[src/rtl/display_hex_byte.sv]
// display_hex_byte: shows one byte as two hex digits on a 3-digit multiplexed
// 7-segment display. Digits are scanned 0 -> 1 -> 2, each lit for DIV clocks.
// All outputs are registered and active-low.
//
// Ports:
//   clk             system clock, rising edge
//   rst_n           asynchronous active-low reset (display dark while low)
//   hex_byte        value to show; [7:4] high digit, [3:0] low digit
//   segments        {dp,g,f,e,d,c,b,a}, 0 = lit
//   segments_enable digit enables, 0 = on; [0] low nibble, [1] high nibble, [2] suffix
//
// Build option: define HEX_SUFFIX_EN to show a lowercase 'h' on digit 2;
// otherwise digit 2 is blank but still takes its scan slot.
module display_hex_byte #(
  parameter int unsigned DIV   = 16384,
  parameter int unsigned DIV_W = 14
) (
  input  logic       clk,
  input  logic       rst_n,
  input  logic [7:0] hex_byte,
  output logic [7:0] segments,
  output logic [2:0] segments_enable
);

  localparam logic [DIV_W-1:0] CntLast = DIV_W'(DIV - 1);

`ifdef HEX_SUFFIX_EN
  localparam logic [7:0] SuffixSeg = 8'h8B;  // 'h': c,e,f,g lit
`else
  localparam logic [7:0] SuffixSeg = 8'hFF;
`endif

  typedef enum logic [1:0] {StDig0, StDig1, StDig2} digit_e;

  logic [DIV_W-1:0] cnt_q, cnt_d;
  digit_e           digit_q, digit_d;
  logic [7:0]       byte_q, byte_d;
  logic             run_q;
  logic [7:0]       seg_q, seg_d;
  logic [2:0]       en_q, en_d;
  logic             load;

  function automatic logic [7:0] seg_decode(input logic [3:0] nib);
    logic [7:0] s;
    unique case (nib)
      4'h0: s = 8'hC0;
      4'h1: s = 8'hF9;
      4'h2: s = 8'hA4;
      4'h3: s = 8'hB0;
      4'h4: s = 8'h99;
      4'h5: s = 8'h92;
      4'h6: s = 8'h82;
      4'h7: s = 8'hF8;
      4'h8: s = 8'h80;
      4'h9: s = 8'h90;
      4'hA: s = 8'h88;
      4'hB: s = 8'h83;
      4'hC: s = 8'hC6;
      4'hD: s = 8'hA1;
      4'hE: s = 8'h86;
      default: s = 8'h8E;
    endcase
    return s;
  endfunction

  always_comb begin
    cnt_d   = cnt_q;
    digit_d = digit_q;
    byte_d  = byte_q;
    seg_d   = seg_q;
    en_d    = en_q;
    load    = 1'b0;

    if (!run_q) begin
      // First edge after reset: start the scan on digit 0 with a fresh sample.
      cnt_d   = '0;
      digit_d = StDig0;
      byte_d  = hex_byte;
      load    = 1'b1;
    end else if (cnt_q == CntLast) begin
      cnt_d = '0;
      load  = 1'b1;
      unique case (digit_q)
        StDig0:  digit_d = StDig1;
        StDig1:  digit_d = StDig2;
        default: begin
          digit_d = StDig0;
          // Sample only when entering digit 0 so both digits of a scan agree.
          byte_d  = hex_byte;
        end
      endcase
    end else begin
      cnt_d = cnt_q + DIV_W'(1);
    end

    if (load) begin
      unique case (digit_d)
        StDig0: begin
          seg_d = seg_decode(byte_d[3:0]);
          en_d  = 3'b110;
        end
        StDig1: begin
          seg_d = seg_decode(byte_d[7:4]);
          en_d  = 3'b101;
        end
        default: begin
          seg_d = SuffixSeg;
          en_d  = 3'b011;
        end
      endcase
    end
  end

  always_ff @(posedge clk or negedge rst_n) begin
    if (!rst_n) begin
      cnt_q   <= '0;
      digit_q <= StDig0;
      byte_q  <= 8'h00;
      run_q   <= 1'b0;
      seg_q   <= 8'hFF;
      en_q    <= 3'b111;
    end else begin
      cnt_q   <= cnt_d;
      digit_q <= digit_d;
      byte_q  <= byte_d;
      run_q   <= 1'b1;
      seg_q   <= seg_d;
      en_q    <= en_d;
    end
  end

  assign segments        = seg_q;
  assign segments_enable = en_q;

endmodule

[config.mk]
export PLATFORM = sky130hd
export DESIGN_NAME = display_hex_byte
export DESIGN_NICKNAME = d
export VERILOG_FILES = /design/src/rtl/display_hex_byte.sv
export SDC_FILE = /design/constraint.sdc
export NUM_CORES = 1
export LEC_CHECK = 0
export BUFFER_PORTS_ARGS = -buffer_cell sky130_fd_sc_hd__buf_2
export CORE_MARGIN = 10
export CORE_UTILIZATION = 54
export DETAILED_ROUTE_END_ITERATION = 6
export PLACE_DENSITY = 0.76
export SLEW_MARGIN = 40
export SYNTH_ARGS = -nofsm -noshare
export SYNTH_HDL_FRONTEND = slang
export SYNTH_SLANG_ARGS = --single-unit
[constraint.sdc]
create_clock -name clk -period 2.53 [get_ports clk]
set_input_delay 0.6325 -clock clk [delete_from_list [all_inputs] [get_ports clk]]
set_output_delay 0.6325 -clock clk [all_outputs]
set_load 0.05 [all_outputs]
==> results of run 1 <==
-- final cells by class --
| type | count | area (µm²) | share of cell area [%] |
|---|---|---|---|
| inverters | 10 | 37.5 | 1.34 |
| clock buffers | 7 | 76.3 | 2.73 |
| repair buffers | 44 | 297 | 10.6 |
| well taps | 52 | 65.1 | 2.33 |
| clock inverters | 1 | 5.00 | 0.179 |
| multi-input cells | 193 | 1420 | 51.0 |
| flip-flops and latches | 35 | 888 | 31.8 |
-- cell usage in the layout (no fill, tap or decap), types with 3 or more instances in the layout --
cell / Yosys / layout
o221ai_1: 4 / 3
mux2i_1: 10 / 8
buf_2: 1 / 18
a21oi_1: 8 / 8
inv_2: 3 / 3
and3_1: 3 / 3
dfstp_2: 10 / 10
nor2_1: 31 / 31
dfrtp_1: 25 / 25
or3_1: 4 / 4
o21ai_0: 8 / 8
xnor2_1: 7 / 7
a31oi_1: 4 / 4
nor2b_1: 6 / 6
clkbuf_8: 0 / 5
a21boi_0: 3 / 3
nand3_1: 6 / 6
buf_4: 1 / 23
inv_1: 7 / 7
nor3_1: 9 / 8
nand2_1: 25 / 24
ha_1: 7 / 5
mux2_2: 5 / 4
mux2i_4: 3 / 3
nor3b_1: 4 / 4
xor2_1: 7 / 7
buf_6: 1 / 3
-- registers in the layout, summed over array words and instances, names as in the netlist --
| register | count |
|---|---|
| digit_q | 2 |
| cnt_q | 14 |
| segments | 7 |
| segments_enable | 3 |
| run_q | 1 |
| byte_q | 8 |
-- kinds of logic (layout without fill, tap and decap cells) --
group / after synthesis / after routing / synth area share (%)
compound gates: 46 / 46 / 15.2
fa+ha+maj: 7 / 7 / 3.71
flops: 35 / 35 / 37.6
mux: 19 / 19 / 10.1
other cells: 1 / 2 / 0.159
simple gates: 105 / 105 / 23.8
buf+inv: 23 / 62 / 4.18
xor+xnor: 14 / 14 / 5.19
-- final timing paths --
check | start | to | slack (ns) | cells past startpoint
worst max-delay path | cnt_q[1]$_DFF_PN0_ | segments[3]$_DFFE_PN1P_ | 0.04 | 8
worst min-delay path | rst_n | byte_q[3]$_DFF_PN0_ | 0.29 | 1
worst max register to register | cnt_q[1]$_DFF_PN0_ | segments[3]$_DFFE_PN1P_ | 0.04 | 8
worst min register to register | segments_enable[0]$_DFFE_PN1P_ | segments_enable[0]$_DFFE_PN1P_ | 0.50 | 2
max in group asynchronous | rst_n | segments_enable[0]$_DFFE_PN1P_ | 1.90 | 1
min in group clk | segments_enable[0]$_DFFE_PN1P_ | segments_enable[0]$_DFFE_PN1P_ | 0.50 | 2
-- repair_timing --
action,4_1_cts,5_1_grt
hold endpoints to repair,0,0
pin swaps,1,5
setup endpoints to repair,1,7
resized for setup,1,9
setup buffers,0,5
-- per-stage QoR --
stage / power, mW / util, % / instances / hold WS [ns]
6_report: 1.40 / 65.0 / 342 / 0.289
3_3_place_gp: 0.991 / 61.3 / 329 / 0.489
4_1_cts: 1.39 / 63.3 / 337 / 0.451
2_1_floorplan: 0.893 / - / 251 / 0.337
3_5_place_dp: 0.995 / 61.3 / 329 / 0.494
5_1_grt: 1.47 / 65.0 / 342 / 0.324
-- power by group through the flow --
stage	clock network, mW	registers, mW	logic, mW
6_report	0.396	0.645	0.364
3_5_place_dp	0	0.654	0.341
5_1_grt	0.425	0.650	0.394
4_1_cts	0.401	0.645	0.346
2_1_floorplan	0	0.700	0.193
3_3_place_gp	0	0.654	0.337
-- Yosys cell counts (all sizes together), types with 2 or more instances --
cell type	number
mux2i	13
o21ai	8
nand2b	2
nand4	3
a21oi	8
o211a	2
nand2	25
buf	5
a31oi	4
dfstp	10
xor2	7
dfrtp	25
nor3b	4
nor2b	6
nand3	7
inv	10
o221ai	4
nor4b	2
mux2	6
o31ai	2
nor4	3
o311a	2
and3	3
ha	7
clkbuf	8
or3	4
xnor2	7
nor3	9
a21boi	3
nor2	31
or2	2
o2bb2ai	2
-- metal layers --
metal  up-vias  track usage [%]  part of all wire, %
li1        971                -                    -
met1       991             20.2                   44
met2        94             25.2                   48
met3        14             3.51                  6.1
met4         0             6.29                  1.9
met5         -                0                    0
-- critical path, stage by stage, from the launching register on --
cell and delay (ns):
dfrtp_1 0.40, ha_4 0.18, nand4_4 0.09, o41a_1 0.53, mux2_4 0.36, ha_1 0.30
a221o_1 0.34, o2bb2ai_2 0.12, o22a_1 0.13
==> qor.csv, run 1 <==
metric,value,unit
hold_class,input port to async pin,
clock_sinks,35,
path_clk_slew,0.08,ns
placed_cell_area,2630,µm²
yosysSeqAreaShare,37.6,%
grt_pass1_vias,2027,
grt_usage,15.8,%
nFillCells,353,
tightest_slew,0.525,ns
cts_hold_buf,0,
cts_tree,done,
die_area,7420,µm²
cts-root-buf,clkbuf_8,
coreArea,4290,µm²
drcViolationCount,0,
area.growth.synth_to_final,18.2,%
layout.nets,306,
async_flop_share,100,%
gp_congestion,0.980,
grt_start_max_net_pins,36,
power.clock.fraction,28.2,%
worst_ep_required_time,2.76,ns
io_pins,21,
maxCapViolations,0,
die-width,86.2,µm
crit_path_end_kind,flip-flop,
post-route-min-period,2.49,ns
pre_cts_ws,0.0125,ns
diodes,0,
dp_hpwl,4280,µm
ys_top_cells_by_area,"dfrtp_1 (26%), dfstp_2 (11%), nor2_1 (4.9%)",
yosys_warnings,0,
setup_tns,0,ns
synth_area,2360,µm²
drt_iter0_markers,105,
drt-total-wl,5830,µm
grt_pass1_wl,9610,µm
synth_top_area_share,26.5,%
status,"complete, no violations",
start_kind,flip-flop,
worst_slack,0.0354,ns
antenna_left,0,
ys.flop_type,dfrtp_1,
synth.largest_area_cell,dfrtp_1,
wire_per_inst,17.0,µm
fmax,401,MHz
irDropWorstVdd,0.000303,V
drive_gt1_share,30.7,%
period_share,98.6,%
powerDensity,503,nW/µm²
comb_power_share,25.9,%
die_h,86.2,µm
fp-row-count,24,
synth.avg_cell_area,9.45,µm²
worst_clock_skew,0.0116,ns
ctsHtreeMaxLevel,2,
first_pass_iters,4,
via_per_inst,6.05,
power_switching_share,33.0,%
final_cell_area,2790,µm²
p_seq_share,45.9,%
p_int,941,µW
io_buffers,19,
ys_ff_latch,35,
cp_max_fo,4,
synth_cells,250,
setup_viol,0,
hold_viol_final,0,
maxSlewHeadroom,64.7,%
insertion_delay,0.29,ns
critical_path_arrival,2.73,ns
numCtsBuffers,5,
switching_power,463,µW
via_count,2070,
start_util,55.0,%
synth_edf_count,0,
crit_type,flip-flop to flip-flop,
cts_max_path_buffers,2,
rsz0062_at_grt,true,
antenna_found_initial,0,
grt_overflow,0,
power_leakage,1.25,nW
drv_slew,0,
synth.distinct_cells,58,
No activity file was read; power rests on OpenSTA's default activity.
==> run 2, diff against run 1 <==
CELL_PAD_IN_SITES_DETAIL_PLACEMENT = 1   (was unset)
CELL_PAD_IN_SITES_GLOBAL_PLACEMENT = 1   (was unset)
CORE_UTILIZATION = 42   (was 54)
GPL_ROUTABILITY_DRIVEN = 0   (was unset)
PLACE_DENSITY = unset   (was 0.76)
PLACE_DENSITY_LB_ADDON = 0.1   (was unset)
==> run 2 against run 1 <==
  * Count of clock-buffer cells in the layout is 1 lower
  * Via count hardly changed
  * Hold slack better by 0.028 ns
  * Clock power is 5% higher
  * First-iteration DRC count is 14% lower
  * Sequential power hardly changed
  * Total power is 3.3% higher
  * Routed wire length is 18% higher
  * Design area is 5.5% higher
  * Combinational power is 8.0% higher
  * The run now ends with negative setup slack left
  * Register-to-register slack worse by 0.04 ns
  * Die area is 22% higher
==> qor.csv, run 2 (same netlist as run 1, synthesis figures left out) <==
metric,value,unit,change
status,"finished, violations left",,
violations,negative setup slack,,
period_share,100,%,+1.6 points
worst_slack,-0.00433,ns,-0.0398 ns
layout.nets,320,,+4.6%
io_buffers,19,,unchanged
post-route-min-period,2.53,ns,+0.0398 ns
powerDensity,492,nW/µm²,-2.0%
p_total,1.45,mW,+3.3%
maxSlewHeadroom,63.5,%,-1.2 points
grt_overflow,0,,unchanged
drv_slew,0,,unchanged
irDropWorstVdd,0.000356,V,+17%
grt_usage,16.1,%,+0.26 points
nFillCells,650,,+84%
cts_tree,done,,
die_h,95.0,µm,+10%
setup_viol,1,,+1
drt_iter0_markers,90,,-14%
cts_hold_buf,0,,unchanged
antenna_found_initial,0,,unchanged
final_common_cell,buf_4,,
hold_class,input port to async pin,,
tightest_slew,0.547,ns,+0.0220 ns
drcViolationCount,0,,unchanged
power_leakage,1.32,nW,+6.0%
dp_hpwl,5200,µm,+21%
largest_register,cnt_q,,
worst_ep_required_time,2.75,ns,about the same
grt_start_max_net_pins,21,,-42%
wire_per_inst,18.3,µm,+7.4%
area.growth.synth_to_final,24.6,%,
cts-root-buf,clkbuf_8,,
fin_util,53.8,%,-11 points
setup_tns,-0.00433,ns,-0.00433 ns
diodes,0,,unchanged
fp-row-count,27,,+13%
coreArea,5470,µm²,+27%
grt_pass1_wl,11400,µm,+18%
cp_max_fo,5,,+1
antenna_left,0,,unchanged
die-width,95.0,µm,+10%
via_per_inst,5.51,,-9.0%
hold_viol_final,0,,unchanged
largest_reg_flops,14,,unchanged
path_clk_slew,0.08,ns,about the same
start_kind,flip-flop,,
final_cell_mix,"buf_4 (36), nor2_1 (31), dfrtp_1 (25)",,
maxCapViolations,0,,unchanged
die_area,9030,µm²,+22%
drt-total-wl,6880,µm,+18%
crit_path_end_kind,flip-flop,,
cts_max_path_buffers,2,,unchanged
fmax,395,MHz,-1.6%
insertion_delay,0.30,ns,about the same
numCtsBuffers,5,,unchanged
critical_path_arrival,2.75,ns,+0.02 ns
crit_type,flip-flop to flip-flop,,
drive_gt1_share,33.9,%,+3.2 points
grt_pass1_vias,2184,,+7.7%
rsz0062_at_grt,true,,
first_pass_iters,5,,+1
ctsHtreeMaxLevel,2,,unchanged
worst_clock_skew,0.0107,ns,-0.000898 ns
io_pins,21,,unchanged
clock_sinks,35,,unchanged
start_util,43.2,%,-12 points
via_count,2071,,+0.048%
## run 2: cell types whose count changed in the layout (fill, tap and decap cells not counted), sizes merged
cell      previous run  this run
buf                 44        58
clkbuf               7         6
clkinvlp             0         1
## run 2: report_power, final
| part | total (mW) | internal, mW | switching (mW) |
|---|---|---|---|
| registers | 0.644 | 0.604 | 0.0395 |
| logic | 0.393 | 0.161 | 0.232 |
| clock network | 0.414 | 0.193 | 0.221 |
## run 2: worst paths after layout
check	start	to	slack [ns]	cells past startpoint
setup / recovery	cnt_q[0]$_DFF_PN0_	segments[1]$_DFFE_PN1P_	-0.004	10
hold / removal	rst_n	run_q$_DFF_PN0_	0.32	1
setup reg to reg	cnt_q[0]$_DFF_PN0_	segments[1]$_DFFE_PN1P_	-0.004	10
hold reg to reg	segments_enable[1]$_DFFE_PN1P_	segments_enable[1]$_DFFE_PN1P_	0.50	2
max in group asynchronous	rst_n	segments_enable[2]$_DFFE_PN1P_	1.65	2
min in group clk	segments_enable[1]$_DFFE_PN1P_	segments_enable[1]$_DFFE_PN1P_	0.50	2
## run 2: routing by layer
layer	share of wire [%]	GRT usage, %	vias to the layer above
met5	0	0	-
met4	1.7	5.11	0
met3	3.5	3.46	11
met2	48	25.0	41
met1	47	21.8	1016
li1	-	-	1003
## run 2: final cells by class
class | count | area, µm² | area share [%]
well taps | 72 | 90.1 | 3.06
clock buffers | 6 | 72.6 | 2.46
flip-flops and latches | 35 | 888 | 30.2
clock inverters | 2 | 12.5 | 0.425
multi-input cells | 193 | 1430 | 48.5
repair buffers | 58 | 415 | 14.1
inverters | 10 | 37.5 | 1.27
## run 2: repair_timing
item | 4_1_cts | 5_1_grt
pin swaps | 1 | 10
hold endpoints to repair | 0 | 0
endpoints found under the setup margin | 3 | 7
gates resized for setup | 0 | 11
setup buffers | 0 | 5
## run 2: critical path, stage by stage, from the launching register on
cell	delay (ns)
dfrtp_1	0.40
ha_4	0.16
nand4_4	0.08
o41a_1	0.54
mux2_4	0.38
ha_1	0.27
mux2i_1	0.14
nor2_1	0.05
o2bb2ai_1	0.17
nand2_1	0.09
a31oi_1	0.17
## run 2: metrics by stage
stage | worst slack [ns] | std cells | cell area, µm² | hold slack, ns
final | -0.00433 | 376 | 2950 | 0.317
after CTS | 0.00409 | 371 | 2870 | 0.324
after floorplan | 0.00597 | 251 | 2380 | 0.337
after global routing | -0.127 | 376 | 2950 | 0.332
after global placement | 0.0724 | 362 | 2760 | 0.489
after detailed placement | -0.00669 | 363 | 2780 | 0.491
==> run 3, diff against run 2 <==
SKIP_LAST_GASP = 1   (was unset)
==> run 3 against run 2 <==
  * The flow still finishes with violations (negative setup slack)
  * Count of clock-buffer cells in the layout unchanged
  * Critical path depth unchanged
  * Combinational power about the same
  * Final cell count unchanged
  * Total power about the same
  * Maximum frequency about the same
  * Hold slack better by 0.0016 ns
  * Via count down 0.29%
  * Setup slack about the same
  * Critical path type unchanged
==> qor.csv, run 3 (same netlist as run 1, synthesis figures left out) <==
metric,value,unit,change
worst_slack,-0.00456,ns,-0.000230 ns
violations,negative setup slack,,
reg2reg_from,cnt_q[0]$_DFF_PN0_,,
tightest_slew,0.548,ns,+0.000979 ns
ctsHtreeMaxLevel,2,,unchanged
first_pass_iters,4,,-1
crit_path_end_kind,flip-flop,,
crit_type,flip-flop to flip-flop,,
path_buf_inv,0,,unchanged
powerDensity,493,nW/µm²,about the same
grt_pass1_vias,2184,,unchanged
io_buffers,19,,unchanged
grt_start_max_net_pins,21,,unchanged
irDropWorstVdd,0.000358,V,+0.30%
cp_max_fo,5,,unchanged
die_h,95.0,µm,unchanged
reg2reg_to,segments[1]$_DFFE_PN1P_,,
final_cell_mix,"buf_4 (36), nor2_1 (31), dfrtp_1 (25)",,
layout.nets,320,,unchanged
rsz0062_at_grt,true,,
drt_iter0_markers,86,,-4.4%
die-width,95.0,µm,unchanged
cp_top_family,compound AO/OA/AOI/OAI gates,,
critical_path_arrival,2.75,ns,about the same
post-route-min-period,2.53,ns,+0.000230 ns
start_kind,flip-flop,,
reg2reg_depth,10,,unchanged
clock_sinks,35,,unchanged
die_area,9030,µm²,unchanged
status,"finished, violations left",,
largest_reg_flops,14,,unchanged
area.growth.synth_to_final,24.4,%,
via_per_inst,5.49,,-0.29%
wire_per_inst,18.2,µm,-0.33%
antenna_left,0,,unchanged
cts_max_path_buffers,2,,unchanged
numCtsBuffers,5,,unchanged
via_count,2065,,-0.29%
fp-row-count,27,,unchanged
largest_register,cnt_q,,
pre_cts_ws,-0.00669,ns,unchanged
fin_util,53.7,%,-0.091 points
power_leakage,1.32,nW,about the same
start_util,43.2,%,unchanged
io_pins,21,,unchanged
insertion_delay,0.30,ns,about the same
path_clk_slew,0.08,ns,about the same
final_common_cell,buf_4,,
worst_ep_required_time,2.74,ns,about the same
maxCapViolations,0,,unchanged
crit_chain,ha_4 -> nand4_4 -> o41a_1 -> mux2_4 -> ha_1 -> mux2i_1 -> nor2_1 -> o2bb2ai_1 -> nand2_1 -> a31oi_1,,
diodes,0,,unchanged
setup_viol,1,,unchanged
hold_viol_final,0,,unchanged
r2r_slack,-0.005,ns,about the same
cts_tree,done,,
drcViolationCount,0,,unchanged
nFillCells,650,,unchanged
final_cell_area,2940,µm²,-0.17%
grt_usage,16.1,%,unchanged
drv_slew,0,,unchanged
dp_hpwl,5200,µm,unchanged
period_share,100,%,about the same
final_cells,376,,unchanged
hold_class,input port to async pin,,
dp.cells,363,,unchanged
crit_path_top_delay_cell,o41a_1,,
crit_path_max_incr_delay,0.54,ns,about the same
antenna_found_initial,0,,unchanged
grt_pass1_wl,11400,µm,unchanged
drt-total-wl,6860,µm,-0.33%
setup_tns,-0.00456,ns,-0.000230 ns
maxSlewHeadroom,63.5,%,-0.065 points
fmax,395,MHz,about the same
placed_cell_area,2780,µm²,unchanged
coreArea,5470,µm²,unchanged
cts-root-buf,clkbuf_8,,
cts_hold_buf,0,,unchanged
drive_gt1_share,33.6,%,-0.33 points
grt_overflow,0,,unchanged
worst_clock_skew,0.0106,ns,-0.0000541 ns
## run 3: cell count changes in the layout (fill, tap and decap cells not counted)
cell | before | now
nor3_1 | 8 | 9
nor3_2 | 1 | 0
## run 3: area by class of cell
type / instances / area, µm² / area share (%)
tap: 72 / 90.1 / 3.06
inverter: 10 / 37.5 / 1.28
sequential: 35 / 888 / 30.2
multi-input combinational: 193 / 1420 / 48.4
timing repair buffer: 58 / 415 / 14.1
clock inverter: 2 / 12.5 / 0.426
clock buffer: 6 / 72.6 / 2.47
## run 3: power breakdown
group          internal (mW)  switching, mW  leakage, nW  total, mW
combinational          0.161          0.231        0.846      0.391
clock                  0.193          0.222       0.0412      0.414
sequential             0.604         0.0392        0.432      0.643
## run 3: how the worst max path moves through the flow
stage	start	to	depth (start not counted)	slack [ns]
after global routing	cnt_q[0]$_DFF_PN0_	segments[1]$_DFFE_PN1P_	10	-0.13
final	cnt_q[0]$_DFF_PN0_	segments[1]$_DFFE_PN1P_	10	-0.005
after global placement	cnt_q[1]$_DFF_PN0_	segments[6]$_DFFE_PN1P_	9	0.07
after floorplan	cnt_q[0]$_DFF_PN0_	segments[3]$_DFFE_PN1P_	9	0.006
after CTS	cnt_q[1]$_DFF_PN0_	segments[1]$_DFFE_PN1P_	12	0.004
after detailed placement	cnt_q[1]$_DFF_PN0_	segments[6]$_DFFE_PN1P_	9	-0.007
## run 3: layer usage
layer,track usage [%],vias to the layer above,share of wire (%)
li1,-,1001,-
met5,0,-,0
met2,25.0,41,48
met1,21.8,1012,47
met4,5.11,0,1.7
met3,3.46,11,3.5
## run 3: repair_timing
action,CTS,global route
pin swaps,1,9
endpoints found under the setup margin,3,7
setup buffers,0,5
resized for setup,0,10
## run 3: metrics by stage
step / hold slack (ns) / total power [mW]
4_1_cts: 0.324 / 1.45
3_3_place_gp: 0.489 / 1.02
3_5_place_dp: 0.491 / 1.03
6_report: 0.319 / 1.45
2_1_floorplan: 0.337 / 0.893
5_1_grt: 0.332 / 1.53
## run 3: worst reg2reg max path, delay by kind of cell, from the launching register on
kind | cells | cell delay, ns
compound gates | 3 | 0.87
mux | 2 | 0.52
fa+ha+maj | 2 | 0.44
flops | 1 | 0.40
simple gates | 3 | 0.23
